`src/rtl/mem_bus_pkg.sv`:
```
// Shared mem_bus definitions: arbiter states,
// num_bytes encodings and requester port indices.
package mem_bus_pkg;

  typedef enum logic [1:0] {
    ST_IDLE    = 2'd0,
    ST_BUSY    = 2'd1,
    ST_RELEASE = 2'd2
  } arb_state_t;

  localparam logic [2:0] NB_1 = 3'd1;
  localparam logic [2:0] NB_2 = 3'd2;
  localparam logic [2:0] NB_4 = 3'd4;

  localparam logic PORT_CPU = 1'b0;
  localparam logic PORT_DBG = 1'b1;

endpackage

```
`src/rtl/mem_watchdog.sv`:
```
// Busy-cycle watchdog: counts enabled cycles and
// flags the cycle on which the count reaches all-ones.
module mem_watchdog #(
  parameter int W = 16
) (
  input  logic clk,
  input  logic rst,
  input  logic clr,
  input  logic en,
  output logic expired
);

  localparam logic [W-1:0] ONE  = 1;
  localparam logic [W-1:0] LAST = {{(W-1){1'b1}}, 1'b0};

  logic [W-1:0] cnt;

  always_ff @(posedge clk) begin
    if (rst || clr) begin
      cnt <= '0;
    end else if (en && cnt != '1) begin
      cnt <= cnt + ONE;
    end
  end

  // the 2^W-1th enabled cycle is the expiry cycle
  assign expired = en && (cnt == LAST);

endmodule

```
`src/rtl/mem_bus_arbiter.sv`:
```
// Two-port arbiter in front of mem_bus: CPU (0)
// and debug loader (1), with a busy watchdog.
module mem_bus_arbiter
  import mem_bus_pkg::*;
#(
  parameter int ADDR_W    = 18,
  parameter int TIMEOUT_W = 16,
  parameter bit FAIR      = 1'b1
) (
  input  logic              clk,
  input  logic              rst,
  input  logic              req0,
  input  logic              req1,
  input  logic              wr0,
  input  logic              wr1,
  input  logic [2:0]        nb0,
  input  logic [2:0]        nb1,
  input  logic [ADDR_W-1:0] addr0,
  input  logic [ADDR_W-1:0] addr1,
  input  logic [31:0]       wdata0,
  input  logic [31:0]       wdata1,
  output logic              done0,
  output logic              done1,
  output logic [31:0]       rdata,
  output logic              err0,
  output logic              err1,
  output logic              m_start,
  output logic              m_write,
  output logic [2:0]        m_nb,
  output logic [ADDR_W-1:0] m_addr,
  output logic [31:0]       m_wdata,
  input  logic              m_done,
  input  logic [31:0]       m_rdata,
  output logic              busy
);

  arb_state_t state;
  logic       grant;
  logic       last;
  logic       pick;
  logic       req_g;
  logic       live;
  logic       wd_en;
  logic       wd_clr;
  logic       wd_exp;
  logic [1:0] done_q;
  logic [1:0] err_q;

  assign req_g  = grant ? req1 : req0;
  assign live   = (state != ST_IDLE);
  assign wd_en  = (state == ST_BUSY);
  assign wd_clr = (state == ST_RELEASE)
                && !req_g && !m_done;

  always_comb begin
    pick = PORT_CPU;
    unique case (1'b1)
      req0 && req1: pick = FAIR ? ~last : PORT_DBG;
      req1 && !req0: pick = PORT_DBG;
      default: pick = PORT_CPU;
    endcase
  end

  mem_watchdog #(
    .W(TIMEOUT_W)
  ) u_wd (
    .clk     (clk),
    .rst     (rst),
    .clr     (wd_clr),
    .en      (wd_en),
    .expired (wd_exp)
  );

  always_ff @(posedge clk) begin
    if (rst) begin
      state   <= ST_IDLE;
      grant   <= PORT_CPU;
      last    <= PORT_DBG;
      m_start <= 1'b0;
      done_q  <= 2'b00;
      err_q   <= 2'b00;
    end else begin
      unique case (state)
        ST_IDLE: begin
          if (req0 || req1) begin
            grant   <= pick;
            m_start <= 1'b1;
            state   <= ST_BUSY;
          end
        end
        ST_BUSY: begin
          // a real m_done beats a same-cycle expiry
          if (m_done || wd_exp) begin
            m_start       <= 1'b0;
            done_q[grant] <= 1'b1;
            err_q[grant]  <= !m_done;
            state         <= ST_RELEASE;
          end else begin
            m_start <= req_g;
          end
        end
        ST_RELEASE: begin
          if (wd_clr) begin
            done_q <= 2'b00;
            err_q  <= 2'b00;
            last   <= grant;
            state  <= ST_IDLE;
          end
        end
        default: state <= ST_IDLE;
      endcase
    end
  end

  assign done0 = done_q[0];
  assign done1 = done_q[1];
  assign err0  = err_q[0];
  assign err1  = err_q[1];
  assign busy  = live;
  assign rdata = m_rdata;

  assign m_write = live && (grant ? wr1 : wr0);
  assign m_nb    = live ? (grant ? nb1 : nb0) : '0;
  assign m_addr  = live ? (grant ? addr1 : addr0) : '0;
  assign m_wdata = live ? (grant ? wdata1 : wdata0) : '0;

endmodule

```
`config.mk`:
```
export PLATFORM = sky130hd
export DESIGN_NAME = mem_bus_arbiter
export DESIGN_NICKNAME = d
export VERILOG_FILES = /design/src/rtl/mem_bus_pkg.sv /design/src/rtl/mem_watchdog.sv /design/src/rtl/mem_bus_arbiter.sv
export SDC_FILE = /design/constraint.sdc
export NUM_CORES = 1
export LEC_CHECK = 0
export CORE_MARGIN = 10
export CORE_UTILIZATION = 30
export DETAILED_ROUTE_END_ITERATION = 7
export PLACE_DENSITY = 0.83
export SLEW_MARGIN = 20
export SYNTH_ARGS = -nofsm -noshare
export SYNTH_HDL_FRONTEND = slang
export SYNTH_SLANG_ARGS = --single-unit
```
`constraint.sdc`:
```
create_clock -name clk -period 1.95 [get_ports clk]
set_input_delay 0.39 -clock clk [delete_from_list [all_inputs] [get_ports clk]]
set_output_delay 0.39 -clock clk [all_outputs]
set_load 0.05 [all_outputs]
```
==> run metrics <==
status completed; Min Clock Period, post-route 1.929 ns; DRC violations left 0; clk buf depth 2; Clock Pin Slew Worst Setup and Hold Paths 0.09 ns; Synth area leaders mux2i_1 25%, dfxtp_1 22%, buf_4 10%; Worst Path Max Fanout 24; critical path class reg -> out; Mapped Avg Cell Area 7.556 sq um; share of layout cells above drive strength 1 32.30%; GPL Wtd Cong 0.9318; Crit Reg-Reg Startpoint u_wd.cnt[0]$_SDFFE_PP0P_; most frequent cell after synthesis nor2_1; n_diodes 0; Max Clk Rate 518.4 MHz; Clk Latency, worst-skew pair 0.28 ns; sequential cell area fraction in the yosys report 21.57%; Worst EP required 1.56 ns; Root Driver clkbuf_8; startpoint types register; pwr dens 545.7 nW/um^2; Initial Util 30.49%; area grow syn2layout 110.2%; reg-to-reg setup timing slack 0.14 ns; multi-input logic area 1699 sq um; Die Area 11650 sq um; TritonRoute pass-1 iters 4; Die W 107.9 um; WL final 11290 um; routed len/inst 20.38 um; FILL cells 583; Clock Skews 0.007496 ns; H-tree Lvls 1; final hold violations 0; type of element capturing the critical path primary output; CTS tree yes; largest net degree at the start of global routing 25; Nets 600; DRT iter0 DRCs 114; Ys Warns 0; vias per inst 5.094; Synth area leader mux2i_1; max cap viols 0; Clk pwr share 12.1%; PortBufs 172; switching share of power 42.16%; Synth top cells by count 64 x nor2_1, 59 x mux2i_1, 32 x buf_4; Slew Limit Fails 0; final setup violation count 0; core area 7607 sq um; first-pass GRT wire length 16930 um; Placed Cells 550; library cells used by synthesis 44; initial antenna violation count 0; setup_tns 0 ns; Max-slew headroom 65.74%; Comb power frac 67.1%; VDD IR-drop max 0.2949 mV; Placed Area 4786 sq um; hold path start done_q[0]$_SDFFE_PP0P_; FF/Latch Area 509.2 sq um; number of buffers created by CTS 3; Flop pwr share 20.8%; Post-Syn Area 2320 sq um; Syn Nets 454; vias in the first global route 3091; via count 2822; global route overflow 0; ys async rst share 0%; Hold-fix buffers, CTS 0; Seq cells post-synth 25; Synth Instances 307; Design Area, Final 4877 sq um; Die Height 107.9 um; clk sinks 25; LEAKAGE 1.736 nW; # IOs 237; ANT nets after route 0; P_int 1.539 mW; CP Data Arrival Time 1.54 ns; actual slew at the worst max-slew pin 0.5123 ns; CP Launch Point grant$_SDFFE_PP0P_; final worst-path cycle share 98.92%; Synth top area share 25.46%; row cnt 32; Net Sw Power 1.122 mW; Post-synth EDFFs 0; Hold WC Path Type reg -> reg; Most used DFF post-synth dfxtp_1; GRT Util Overall 18.70%; RSZ-0062 raised after global routing true; DP HPWL 10040 um; number of buffers added for setup after CTS 0; Layout Cells excl Fill 554
[cells in the final DEF (no fill, tap or decap), types with 2 or more instances in the layout]
master / Yosys / layout
clkdlybuf4s50_1: 0 / 115
inv_1: 7 / 7
or3_1: 9 / 8
mux2i_1: 59 / 54
clkbuf_8: 0 / 3
nand4_1: 6 / 6
nor2_4: 0 / 12
buf_12: 0 / 60
a211oi_1: 2 / 2
nand3_1: 6 / 6
and3_1: 2 / 2
dfxtp_2: 0 / 4
nor2_2: 0 / 39
or4_1: 3 / 3
nor2_1: 64 / 13
nand2_1: 13 / 13
buf_4: 32 / 14
o31ai_1: 4 / 4
nor2b_1: 2 / 2
nor3_1: 3 / 3
nand2b_1: 3 / 3
and2_1: 2 / 2
dfxtp_1: 25 / 20
o21ai_0: 10 / 10
nor4_1: 2 / 2
mux2i_2: 0 / 5
a21oi_1: 16 / 16
[power groups by stage]
stage	Sequential, mW	Combinational [mW]	Clock [mW]
after global placement	0.561	1.76	0
after floorplan	0.568	0.992	0
after detailed placement	0.562	1.79	0
after CTS	0.551	1.79	0.328
after global routing	0.557	1.86	0.343
final	0.554	1.79	0.321
[worst paths after layout]
check	end	cells past startpoint
worst max-delay path	m_wdata[7]	4
worst min-delay path	done_q[0]$_SDFFE_PP0P_	2
worst max register to register	u_wd.cnt[12]$_SDFFE_PP0P_	5
worst min register to register	done_q[0]$_SDFFE_PP0P_	2
[logic make-up (layout without fill, tap and decap cells)]
kind of cell | after synthesis | in the layout | share of synthesized area, %
muxes | 59 | 59 | 25.46
and+or+nand+nor | 121 | 121 | 24.87
AOI/OAI and AO/OA | 44 | 44 | 12.19
buffers and inverters | 56 | 201 | 14.83
adders and majority gates | 2 | 2 | 1.079
DFF | 25 | 25 | 21.57
[sequential cells by signal, indices dropped and copies added (netlist names)]
name and count:
done_q 2, m_start 1, grant 1, u_wd.cnt 16, err_q 2, state 2
last 1
[metrics by stage]
step | power, mW | utilization (%) | setup slack [ns] | hold slack [ns]
6_report | 2.661 | 64.11 | 0.02104 | 0.4745
3_3_place_gp | 2.322 | 62.91 | 0.08956 | 0.4403
4_1_cts | 2.673 | 63.59 | 0.01025 | 0.4744
2_1_floorplan | 1.560 | - | -0.1565 | 0.4402
5_1_grt | 2.765 | 64.11 | -0.03766 | 0.4991
3_5_place_dp | 2.352 | 62.91 | 0.03411 | 0.4627
[metal layers]
| metal | routed length, um | global-route usage (%) |
|---|---|---|
| met1 | 3451 | 16.20 |
| met2 | 6148 | 34.56 |
| met3 | 1366 | 11.30 |
| met4 | 325 | 6.775 |
| met5 | 0 | 0 |
[critical path: stages, from the launching register on]
cell and delay [ns]:
dfxtp_4 0.45, buf_12 0.23, mux2i_1 0.33, nor2_2 0.08
buf_12 0.16
[area by class of cell]
class | count | area share, %
Inverter | 7 | 0.5387
Clock inverter | 1 | 0.1026
Multi-Input combinational cell | 226 | 34.84
Timing Repair Buffer | 190 | 50.62
Sequential cell | 25 | 10.44
Tap cell | 102 | 2.617
Clock buffer | 3 | 0.8466
[timing repair]
item | in CTS | in global routing
setup endpoints to repair | 2 | 19
resized for setup | 2 | 11
pin swaps | 0 | 0
(Power assumes the default switching activity.)
